## src/rtl/serial_add_seq.sv

```systemverilog
// serial_add_seq -- bit-serial adder sequencer.
//
// Adds two WIDTH-bit operands LSB first, one bit per clock, through a single
// 1-bit full-adder cell. The carry lives in a flop between bits and the result
// is assembled in a right-shifting register, then copied to sum on completion.
//
// Optional feature macro: SERIAL_SUB_EN
//   defined   : sub=1 at accept loads ~b and forces carry-in to 1 (a - b).
//   undefined : sub is ignored; the block always computes a + b + cIn.
//
// Ports:
//   clk    in   system clock
//   rst_n  in   asynchronous active-low reset
//   start  in   request; accepted in IDLE or DONE
//   a, b   in   WIDTH-bit operands, sampled on the accepting edge
//   cIn    in   carry-in, sampled on the accepting edge
//   sub    in   subtract select (SERIAL_SUB_EN builds only)
//   busy   out  high while bits are being processed
//   done   out  one-cycle completion strobe
//   sum    out  registered result, held until the next completion
//   cOut   out  final carry-out, registered with sum
//   ovf    out  signed overflow, registered with sum

// Gate-level 1-bit full adder shared by every bit position.
module FullAdderCell (
  input  logic a,
  input  logic b,
  input  logic ci,
  output logic s,
  output logic co
);
  logic halfSum;

  assign halfSum = a ^ b;
  assign s       = halfSum ^ ci;
  assign co      = (a & b) | (ci & halfSum);
endmodule

module serial_add_seq #(
  parameter int WIDTH = 32
) (
  input  logic             clk,
  input  logic             rst_n,
  input  logic             start,
  input  logic [WIDTH-1:0] a,
  input  logic [WIDTH-1:0] b,
  input  logic             cIn,
  input  logic             sub,
  output logic             busy,
  output logic             done,
  output logic [WIDTH-1:0] sum,
  output logic             cOut,
  output logic             ovf
);
  localparam int CNT_W = $clog2(WIDTH) + 1;

  typedef enum logic [1:0] {IDLE, RUN, DONE} stateT;

  stateT            state;
  stateT            nextState;
  logic             accept;
  logic             lastBit;
  logic [WIDTH-1:0] opA;
  logic [WIDTH-1:0] opB;
  logic [WIDTH-2:0] shReg;
  logic [WIDTH-1:0] sumNext;
  logic             carry;
  logic [CNT_W-1:0] cnt;
  logic             faSum;
  logic             faCarry;
  logic [WIDTH-1:0] loadB;
  logic             loadCarry;

  // Values loaded on accept; subtraction is a + ~b + 1 through the same cell.
`ifdef SERIAL_SUB_EN
  assign loadB     = sub ? ~b : b;
  assign loadCarry = sub ? 1'b1 : cIn;
`else
  logic unusedSub;
  assign unusedSub = sub;
  assign loadB     = b;
  assign loadCarry = cIn;
`endif

  FullAdderCell fullAdder (
    .a  (opA[0]),
    .b  (opB[0]),
    .ci (carry),
    .s  (faSum),
    .co (faCarry)
  );

  assign lastBit = (cnt == CNT_W'(WIDTH - 1));

  // The result register only keeps WIDTH-1 bits; the final bit comes straight
  // from the adder on the completion edge.
  assign sumNext = {faSum, shReg};

  // State register.
  always_ff @(posedge clk or negedge rst_n) begin
    if (!rst_n) begin
      state <= IDLE;
    end else begin
      state <= nextState;
    end
  end

  // Next-state and handshake outputs; start is only honoured in IDLE or DONE,
  // which gives back-to-back operation with no idle gap.
  always_comb begin
    nextState = state;
    accept    = 1'b0;
    busy      = 1'b0;
    done      = 1'b0;
    case (state)
      IDLE: begin
        if (start) begin
          accept    = 1'b1;
          nextState = RUN;
        end
      end
      RUN: begin
        busy = 1'b1;
        if (lastBit) begin
          nextState = DONE;
        end
      end
      DONE: begin
        done = 1'b1;
        if (start) begin
          accept    = 1'b1;
          nextState = RUN;
        end else begin
          nextState = IDLE;
        end
      end
      default: nextState = IDLE;
    endcase
  end

  // Datapath: load on accept, shift one bit per RUN cycle, publish results
  // only on the last bit so sum/cOut/ovf stay stable during a later run.
  always_ff @(posedge clk or negedge rst_n) begin
    if (!rst_n) begin
      opA   <= '0;
      opB   <= '0;
      shReg <= '0;
      carry <= 1'b0;
      cnt   <= '0;
      sum   <= '0;
      cOut  <= 1'b0;
      ovf   <= 1'b0;
    end else if (accept) begin
      opA   <= a;
      opB   <= loadB;
      carry <= loadCarry;
      cnt   <= '0;
    end else if (state == RUN) begin
      opA   <= opA >> 1;
      opB   <= opB >> 1;
      shReg <= sumNext[WIDTH-1:1];
      carry <= faCarry;
      cnt   <= cnt + CNT_W'(1);
      if (lastBit) begin
        sum  <= sumNext;
        cOut <= faCarry;
        // carry still holds the carry into the MSB at this point
        ovf  <= carry ^ faCarry;
      end
    end
  end
endmodule

```

## config.mk

```make
export PLATFORM = sky130hd
export DESIGN_NAME = serial_add_seq
export DESIGN_NICKNAME = d
export VERILOG_FILES = /design/src/rtl/serial_add_seq.sv
export SDC_FILE = /design/constraint.sdc
export NUM_CORES = 1
export LEC_CHECK = 0
export ABC_CLOCK_PERIOD_IN_PS = 2700
export CAP_MARGIN = 20
export CORE_MARGIN = 2
export CORE_UTILIZATION = 56
export DETAILED_ROUTE_END_ITERATION = 10
export PLACE_DENSITY_LB_ADDON = 0.3
export SYNTH_ARGS = -nofsm -noshare
export SYNTH_HDL_FRONTEND = slang
export SYNTH_SLANG_ARGS = --single-unit
export TNS_END_PERCENT = 30
```

## constraint.sdc

```tcl
create_clock -name clk -period 2.7 [get_ports clk]
set_input_delay 0.54 -clock clk [delete_from_list [all_inputs] [get_ports clk]]
set_output_delay 0.54 -clock clk [all_outputs]
set_load 0.03 [all_outputs]
```

**Word-level counts from Yosys, hierarchy flattened**

Cells that the tools add are included.

- Flip-flop bits (word level): 138
- Bits of input ports: 69
- Output and inout port bits: 36
- Logic and storage cells: 44

- Add/sub/neg operators: 1
- Eq/ne operators: 5
- Mux-type cells: 16
- Bitwise logic cells: 7
- Reduce and logical (&&, ||, !) cells: 6

Operators by type and width:

| operator | number |
|---|---|
| 32-bit 2-to-1 mux | 4 |
| 6-bit 2-to-1 mux | 2 |
| 1-bit 2-to-1 mux | 7 |
| 6-bit by 1-bit adder with 6-bit output, second input constant | 1 |
| 6-bit by 5-bit == test with 1-bit output, second input constant | 1 |
| 2-bit one-hot mux with 3 select lines | 1 |
| 2-bit 2-to-1 mux | 2 |
| 2-bit inequality test, second input constant | 2 |
| 2-bit AND reduction | 2 |
| 3-bit AND reduction | 1 |
| 1-bit XOR | 3 |
| 1-bit AND | 2 |
| 2-bit by 1-bit == test with 1-bit output, second input constant | 1 |
| 2-bit == test, second input constant | 1 |
| 2-bit zero test | 1 |
| 2-bit nonzero test | 1 |
| 2-bit OR reduction | 1 |
| 1-bit NOT | 1 |
| 1-bit OR | 1 |

**Logic depth before layout (Yosys ltp)**

- Word-level depth: 5
- Depth in mapped cells: 7
- Mapped depth without buffers: 4

**Hierarchy**

A second synthesis with hierarchy kept.

- Cells, all modules: 585
- Area total of the unflattened synthesis: 5706.7 um2

By module, submodules not included:

| module | instances | cells each | area an instance (um2) | sequential area each (um2) |
|---|---|---|---|---|
| serial_add_seq | 1 | 584 | 5686.7 | 3453.3 |
| FullAdderCell | 1 | 1 | 20.0 | 0.0 |

**Worst setup path before layout**

No wires, ideal clock.

- Path type: reg-to-output
- Start point: register state[1]
- End point: output busy
- Data arrival time: 1.211 ns
- Setup slack: 0.949 ns
- Stages on the path, launching flop included: 5
- Buffers on the path: 2
- Cells stage by stage: dfrtp_1 -> nand2b_1 -> buf_2 -> inv_2 -> clkbuf_1

- Cells in the longest elaborated chain, start to end: 2

Ends and longest elaborated chain:

| item | line | source |
|---|---|---|
| from (decl) | 59 | `stateT state;` |
| from (signal assigned) | 104 | `state <= nextState;` |
| 2-bit by 1-bit == test with 1-bit output | 115 | `case (state)` |
| 1-bit 2-to-1 mux | 115 |  |
| to (decl) | 49 | `output logic busy,` |

Every way passes these cells.

**Worst setup path in the final report**

- Start point: register state[0]
- End point: output done

- Cells in the longest elaborated chain, start to end: 2

Ends and longest elaborated chain:

| item | line | source |
|---|---|---|
| 2-bit == test | 115 |  |
| 1-bit 2-to-1 mux | 115 |  |
| to (decl) | 50 | `output logic done,` |

Every way passes these cells.

==> metrics.yaml <==
detailed_routing:
  via_per_inst: 5.38
  routed_wirelength_mm: 12.5
  drc: 0
  ant_nets: 0
  via_count: 4435
  wl_per_cell_um: 15.2
  dr.pass1.iters: 4
  drtIter0Drc: 192
global_route:
  grt_pass1_vias: 4468
  grt_max_degree: 100
  antenna_found_initial: 0
  grt_pass1_wl_mm: 21.5
  grt_overflow: 0
  grt_usage_pct: 24.7
outcome:
  outcome: "completed"
yosys:
  synthArstFlopShare_pct: 100
  yosysSeqAreaShare_pct: 60.6
  syn_inst: 585
  synth_top_cell_area_share_pct: 60.6
  synth_ff_type: "dfrtp_1"
  synth_commonest_cells: "nand2_1 (220), dfrtp_1 (138), nor2_1 (63), a31oi_1 (60), mux2_2 (31)"
  yosysMostFrequentCell: "nand2_1"
  ys_top_cells_by_area: "dfrtp_1 (61%), nand2_1 (14%), a31oi_1 (6.6%)"
  synth_top_area_cell: "dfrtp_1"
  syn-cell-area_um2: 5700
  synth-edff-count: 0
  ys_warn_count: 0
  ys_ff_latch: 138
  synth.distinct_cells: 34
  syn_area_per_cell_um2: 9.75
  syn_nets: 656
critical_path:
  cp-start-kind: "flip-flop"
  worstPathRequired_ns: 2.16
  worst_setup_path_end_kind: "output pin"
  path_buf_inv: 1
  slowest_stage: "clkdlybuf4s50_1"
  criticalPathCategory: "reg -> out"
  crit_fanout: 5
  arrival_ns: 1.86
  cp_top_family: "buffers and inverters"
  max_stage_delay_ns: 0.70
  crit_chain: "and2b_1 -> clkdlybuf4s50_1"
sta:
  worst_hold_slack_ns: 0.492
  post-route-period-util_pct: 89.0
  clock_skew_ns: 0.00960
  worst_pin_slew_ns: 0.980
  timing.fmax_mhz: 416
  finalHoldViolCount: 0
  fin_crit_ns: 2.40
  drv_slew: 0
  setup_viol: 0
  finalSetupTns_ns: 0
  rsz0062_at_grt: "false"
  relSlewSlack_pct: 34.7
cells_and_area:
  fin_nets: 749
  design_area_um2: 7430
  drive_above_1_share_pct: 11.3
  syn_to_final_growth_pct: 30.4
  post-route-util_pct: 75.7
  antennaDiodeCount: 0
  num-fill-cells: 711
worst_hold_path:
  hp-class: "in -> async"
pwr:
  ir_drop_uv: 536
  finalPower_uw: 8540
  leakage_uw: 0.00349
  cellPowerDensity_nw_per_um2: 1150
place:
  dpl.hpwl_mm: 7.56
  io_buffers: 103
  placed_area_um2: 6850
  place.gp.congestion: 0.748
die:
  fp.dieH_um: 105
  start_util_pct: 58.1
  core_um2: 9820
  die_x_um: 105
  io_pins: 105
  dieArea_um2: 11000
  fp-row-count: 36
clocking:
  cts_num_sinks: 138
  cts_htree_levels: 4
  cts_buffer_depth: 2
  cts_resized: 0
  cts_hold_buf: 1
  cts_tree: "built"
  cts.clk_slew.worst_paths_ns: 0.06
  post_cts_buffers: 0
  cts_buffers: 17
  insertion_delay_ns: 0.52
  cts-root-buf: "clkbuf_8"
run:
  cap_violations: 0
==> path summary, 6_finish.rpt <==
| path | startpoint | endpoint | slack, ns | cells after the start |
|---|---|---|---|---|
| min in group clk | shReg[1]$_DFFE_PN0P_ | shReg[0]$_DFFE_PN0P_ | 0.49 | 2 |
| max in group asynchronous | rst_n | shReg[25]$_DFFE_PN0P_ | 1.45 | 3 |
| max | state[0]$_DFFE_PN0P_ | done | 0.30 | 2 |
| min | rst_n | shReg[4]$_DFFE_PN0P_ | 0.49 | 2 |
| max reg2reg | cnt[0]$_DFFE_PN0P_ | sum[21]$_DFFE_PN0P_ | 0.72 | 5 |
| min reg2reg | shReg[1]$_DFFE_PN0P_ | shReg[0]$_DFFE_PN0P_ | 0.49 | 2 |
==> power breakdown <==
| group | switching [uW] | internal [uW] |
|---|---|---|
| clock network | 862 | 1380 |
| logic | 1600 | 1160 |
| registers | 577 | 2960 |
==> final cells by class <==
type | count | area [um^2] | area share [%]
Sequential cell | 138 | 3450 | 46.4
Clock buffer | 21 | 459 | 6.18
Multi-Input combinational cell | 407 | 2080 | 27.9
Inverter | 1 | 3.75 | 0.0505
Timing Repair Buffer | 113 | 1160 | 15.6
Tap cell | 133 | 166 | 2.24
Clock inverter | 11 | 119 | 1.60
==> cell families after synthesis <==
group	synth area share [%]
compound gates	8.10
xor+xnor	0.307
fa+ha+maj	0.571
buf+inv	3.29
flops	60.6
mux	6.89
simple gates	20.3
==> sequential cells by signal, summed over array words and instances (netlist names) <==
signal,cells
opB,32
state,2
carry,1
opA,32
sum,32
cnt,6
ovf,1
cOut,1
shReg,31
==> routing by layer <==
metal / GRT usage, % / vias up / share of wire [%]
met2: 40.4 / 110 / 51
met1: 31.6 / 2175 / 42
met5: 0 / - / 0
met3: 6.99 / 22 / 4.7
li1: - / 2128 / -
met4: 8.76 / 0 / 1.8
==> cell usage in the layout, fill, tap and decap left out, drive strengths merged, types with 2 or more instances in the layout <==
master / n
nand2: 220
dfrtp: 138
clkdlybuf4s50: 101
nor2: 63
a31oi: 60
mux2: 34
clkbuf: 21
buf: 11
clkinvlp: 4
clkinv: 4
nand3: 4
nand2b: 2
o21ai: 2
a22oi: 2
xor2: 2
a22o: 2
bufinv: 2
inv: 2
nor3: 2
==> stage by stage <==
| step | instances | setup WS [ns] |
|---|---|---|
| 2_1_floorplan | 585 | 0.949 |
| 6_report | 824 | 0.297 |
| 4_1_cts | 824 | 0.276 |
| 3_3_place_gp | 791 | 0.768 |
| 3_5_place_dp | 791 | 0.754 |
| 5_1_grt | 824 | 0.243 |
No activity file was read; power rests on OpenSTA's default activity.
==> patch 1: new RTL, same flow settings <==
Build with the macro `SERIAL_SUB_EN` defined.
--- a/src/rtl/serial_add_seq.sv
+++ b/src/rtl/serial_add_seq.sv
@@ -22,6 +22,8 @@
 //   ovf    out  signed overflow, registered with sum
 
 // Gate-level 1-bit full adder shared by every bit position.
+`define SERIAL_SUB_EN
+
 module FullAdderCell (
   input  logic a,
   input  logic b,
Behaviour: no difference found for any inputs over 10 cycles, from zero or initial values and one cycle with rst_n low; that may be too few to reach the edited logic, so the function may still have changed.
==> patch 1 against the original RTL <==
Design area up 3.2%; cell count up 3.9%; wire length up 0.22%; worst hold slack worse by 12 ps; setup slack worse by 55 ps; total power down 12%; first-iteration DRC count up 120%; area after synthesis up 5.4%; sequential cell count unchanged; fmax down 2.2%; sequential share of layout area down 1.4 points; largest cell class unchanged; largest power group unchanged; highest routed layer unchanged.
==> patch 1: results (changes against the original RTL) <==
[grt]
first_global_vias=4437  ; -0.69%
grtUsageTotal_pct=23.1  ; -1.5 points
met1_usage_pct=31.1  ; -0.52 points
grt_use_met2_pct=36.7  ; -3.7 points
grt_pass1_wl_um=20800  ; -3.1%
grt_max_degree=102  ; +2.0%
met3_usage_pct=7.02  ; +0.035 points
antenna_found_initial=0  ; unchanged

[route]
wire_per_inst_um=14.6  ; -3.5%
drtIter0Drc=418  ; +120%
vias_per_cell=5.41  ; +0.45%
wl_met2_um=6150  ; -3.9%
firstDrtPassIters=5  ; +1
wl_met3_um=712  ; +20%
num_vias=4628  ; +4.4%
wl_met1_um=5510  ; +4.6%

[yosys]
synth_nets=692  ; +5.5%
yosys-top-cells-count=nand2_1, dfrtp_1, nor2_1
ys_async_sr_fraction_pct=100  ; unchanged
synth_cell_types=29  ; -15%
ys_seq_area_share_pct=57.5  ; -3.1 points
synthTopCellsByArea=dfrtp_1, nand2_1, mux2_2
syn_avg_cell_area_um2=9.68  ; -0.73%

[clock_network]
cts_buffers=17  ; unchanged
clk_pin_slew_ps=60  ; about the same
htreeDepth=4  ; unchanged
cts_root_buf=clkbuf_8
cts_hold_buf=1  ; unchanged
cts_resized=0  ; unchanged
post_cts_buffers=0  ; unchanged

[setup_path]
cp_max_fo=4  ; -1
reg2reg_depth=5  ; unchanged
cp_top_family=buffers and inverters
slowest_stage=clkdlybuf4s50_1
cp_data_arrival_time_ps=1920  ; +60 ps
cpPeakStageDelay_ps=730  ; +30 ps

[worst_hold_path]
min-delay-path-class=flip-flop to flip-flop

[timing]
clock_skew_ps=5.53  ; -4.06 ps
slew_headroom_pct=31.8  ; -2.9 points

[cells_and_area]
num-nets-final=781  ; +4.3%
n_antenna_cell=0  ; unchanged
fillerInstances=718  ; +0.98%
drive_above_1_share_pct=10.4  ; -0.87 points

[placement]
gp_congestion=0.801  ; +7.1%
io_buffers=104  ; +0.97%
dp_hpwl_um=7860  ; +4.0%
dp_cells=826  ; +4.4%
place_ws_ps=536  ; -218 ps
placed_cell_area_um2=7110  ; +3.8%

[pwr]
worst_ir_drop_vdd_v=0.000609  ; +14%
p_clk_w=0.00219  ; -2%
p_comb_w=0.00192  ; -30%
internal-power_w=0.00512  ; -7.0%
p_seq_w=0.00340  ; -4%
p_leak_nw=3.48  ; -0.23%

[run_status]
status=finished, final reports clean

patch 1: final cells by class:
| type | instances | area (µm²) | area share (%) |
|---|---|---|---|
| clock buffer | 20 | 425 | 5.55 |
| clock inverter | 9 | 126 | 1.65 |
| inverter | 1 | 5.00 | 0.0652 |
| multi-input combinational | 439 | 2360 | 30.7 |
| sequential | 138 | 3450 | 45.0 |
| tap | 136 | 170 | 2.22 |
| timing repair buffer | 113 | 1130 | 14.8 |
patch 1: kinds of logic after synthesis:
kind of cell / synth area share, %
AO/OA/AOI/OAI: 7.48
XOR/XNOR: 4.81
adder cells (fa/ha/maj): 0.541
buffers and inverters: 3.52
flip-flops: 57.5
multiplexers: 7.06
AND/OR/NAND/NOR: 19.1
patch 1: worst paths after layout:
kind                           from        to  slack, ps
setup / recovery           state[0]      done        240
hold / removal             shReg[0]  shReg[0]        480
setup reg to reg           state[1]     carry        570
hold reg to reg            shReg[0]  shReg[0]        480
max in group asynchronous     rst_n    opB[5]       1400
min in group asynchronous     rst_n   opB[14]        550
==> patch 2: new RTL, same flow settings <==
Without the edit above. Register the output `sum` once more, with the module's reset; this adds one clock of latency there. The other outputs are not delayed to match. Comments in the files are not updated.
--- a/src/rtl/serial_add_seq.sv
+++ b/src/rtl/serial_add_seq.sv
@@ -55,6 +55,8 @@
   localparam int CNT_W = $clog2(WIDTH) + 1;
 
   typedef enum logic [1:0] {IDLE, RUN, DONE} stateT;
+
+  logic [WIDTH-1:0] sum_s0;
 
   stateT            state;
   stateT            nextState;
@@ -147,7 +149,7 @@
       shReg <= '0;
       carry <= 1'b0;
       cnt   <= '0;
-      sum   <= '0;
+      sum_s0 <= '0;
       cOut  <= 1'b0;
       ovf   <= 1'b0;
     end else if (accept) begin
@@ -162,12 +164,20 @@
       carry <= faCarry;
       cnt   <= cnt + CNT_W'(1);
       if (lastBit) begin
-        sum  <= sumNext;
+        sum_s0 <= sumNext;
         cOut <= faCarry;
         // carry still holds the carry into the MSB at this point
         ovf  <= carry ^ faCarry;
       end
     end
   end
+  always_ff @(posedge clk or negedge rst_n) begin
+    if (!rst_n) begin
+      sum <= '0;
+    end else begin
+      sum <= sum_s0;
+    end
+  end
+
 endmodule
 
Behaviour: no difference found for any inputs over 10 cycles, from zero or initial values and one cycle with rst_n low; that may be too few to reach the edited logic, so the function may still have changed.
==> patch 2 against the original RTL <==
The flow now finishes with violations (DRC); design area is 12% higher; global-route usage is 2.9 points lower; wire length is 4.3% higher; total power is 6.1% higher; first-iteration DRC count is 97% higher; core utilization is 3.2 points lower; area after synthesis is 16% higher; combinational power is 11% lower; fmax is 6.7% higher; non-clock buffer count is 2 lower; clock power is 8.9% higher; sequential cell count is 32 higher; critical path type unchanged; clock skew is 2.0 ps lower; setup slack better by 150 ps.
==> patch 2: results (changes against the original RTL) <==
[run_status]
status=finished with violations
failed_checks=DRC

[setup_path]
reg2reg_depth=4  ; -1
slowest_stage=clkdlybuf4s50_1
cpPeakStageDelay_ps=690
r2r_end=sum_s0[9]
cp_data_arrival_time_ps=1710  ; -150 ps
reg2reg_slack_ps=630  ; -90 ps
cp_max_fo=4  ; -1
cp-startpoint=state[1]
r2r-start=cnt[0]

[route]
drc=7  ; +7
firstDrtPassIters=10  ; +6
vias_per_cell=5.39  ; +0.13%
drtIter0Drc=379  ; +97%
wire_per_inst_um=15.1  ; -0.38%

[grt]
grt_max_degree=100  ; unchanged
first_global_vias=4602  ; +3.0%
antenna_found_initial=0  ; unchanged
grtUsageTotal_pct=21.8  ; -2.9 points
grt_pass1_wl_um=22000  ; +2.1%

[pwr]
internal-power_w=0.00617  ; +12%
worst_ir_drop_vdd_v=0.000475  ; -11%
p_leak_nw=4.06  ; +16%

[clock_network]
cts.path.max_buffers=2  ; unchanged
cts_buffers=17  ; unchanged
clk-insertion-delay-late_ps=420  ; -100 ps
cts_root_buf=clkbuf_16
clk_pin_slew_ps=60  ; about the same
cts_resized=0  ; unchanged
htreeDepth=4  ; unchanged
post_cts_buffers=0  ; unchanged

[yosys]
synth_cell_types=36  ; +5.9%
ys_seq_area_share_pct=64.1  ; +3.5 points
synthTopCellsByArea=dfrtp_1, nand2_1, mux2_4
ys_async_sr_fraction_pct=100  ; unchanged
yosys-top-cells-count=nand2_1, dfrtp_1, nor2_1
synth_nets=689  ; +5.0%
yosys_warnings=0  ; unchanged

[cells_and_area]
fillerInstances=824  ; +16%
n_antenna_cell=0  ; unchanged
num-nets-final=779  ; +4.0%
drive_above_1_share_pct=10.7  ; -0.59 points

[timing]
slew_headroom_pct=34.0  ; -0.71 points
clock_skew_ps=7.60  ; -1.99 ps

[placement]
gp_congestion=0.770  ; +3.0%
io_buffers=103  ; unchanged
place_ws_ps=611  ; -143 ps
dp_hpwl_um=8000  ; +5.7%

[worst_hold_path]
min-delay-path-class=input pin to asynchronous set/reset pin

patch 2: kinds of logic (layout without fill, tap and decap cells):
group | count (synthesis) | count (layout) | share of synthesized area [%]
buffers and inverters | 42 | 144 | 3.24
AND/OR/NAND/NOR | 295 | 295 | 17.3
adder cells (fa/ha/maj) | 2 | 2 | 0.490
flip-flops | 170 | 170 | 64.1
multiplexers | 35 | 35 | 7.56
XOR/XNOR | 3 | 3 | 0.396
AO/OA/AOI/OAI | 71 | 71 | 6.88
patch 2: worst max-delay path by stage:
stage                 endpoint  slack [ps]  depth (start not counted)
floorplan           sum_s0[10]         850                          6
global placement     sum_s0[6]         680                          4
detailed placement     opB[25]         610                          5
CTS                       busy         420                          3
global route              done         400                          2
finish                    busy         450                          3
patch 2: through the flow:
step / cells / total power, W / area (µm²) / hold WS (ps) / utilization (%)
final: 863 / 0.00906 / 8350 / 41.3 / 72.5
after global routing: 863 / 0.00963 / 8350 / 51.9 / 72.5
after CTS: 863 / 0.00914 / 8350 / 42.6 / 72.5
after detailed placement: 832 / 0.00666 / 7750 / 362 / 67.3
after global placement: 832 / 0.00648 / 7750 / 357 / 67.3
after floorplan: 618 / 0.00576 / 6640 / 244 / -
patch 2: cell type report:
type,instances,area [µm²],share of cell area (%)
clock inverter,6,85.1,1.02
tap,143,179,2.14
sequential,170,4250,50.9
clock buffer,25,515,6.17
multi-input combinational,406,2180,26.1
timing repair buffer,111,1130,13.5
inverter,2,8.76,0.105
patch 2: critical path: cells and delay by family, from the launching register on:
kind / cells / cell delay (ps)
buffers and inverters: 2 / 740
flip-flops: 1 / 390
AND/OR/NAND/NOR: 1 / 160
patch 2: layer usage:
| layer | wire (µm) | global-route usage (%) |
|---|---|---|
| met1 | 5770 | 29.4 |
| met2 | 6380 | 35.0 |
| met3 | 623 | 5.09 |
| met4 | 260 | 8.29 |
| met5 | 0 | 0 |
patch 2: power groups by stage:
| stage | combinational (W) | clock [W] | sequential [W] |
|---|---|---|---|
| 2_1_floorplan | 0.00145 | 0 | 0.00430 |
| 3_3_place_gp | 0.00237 | 0 | 0.00411 |
| 3_5_place_dp | 0.00249 | 0 | 0.00418 |
| 4_1_cts | 0.00251 | 0.00248 | 0.00415 |
| 5_1_grt | 0.00276 | 0.00260 | 0.00427 |
| 6_report | 0.00247 | 0.00244 | 0.00416 |
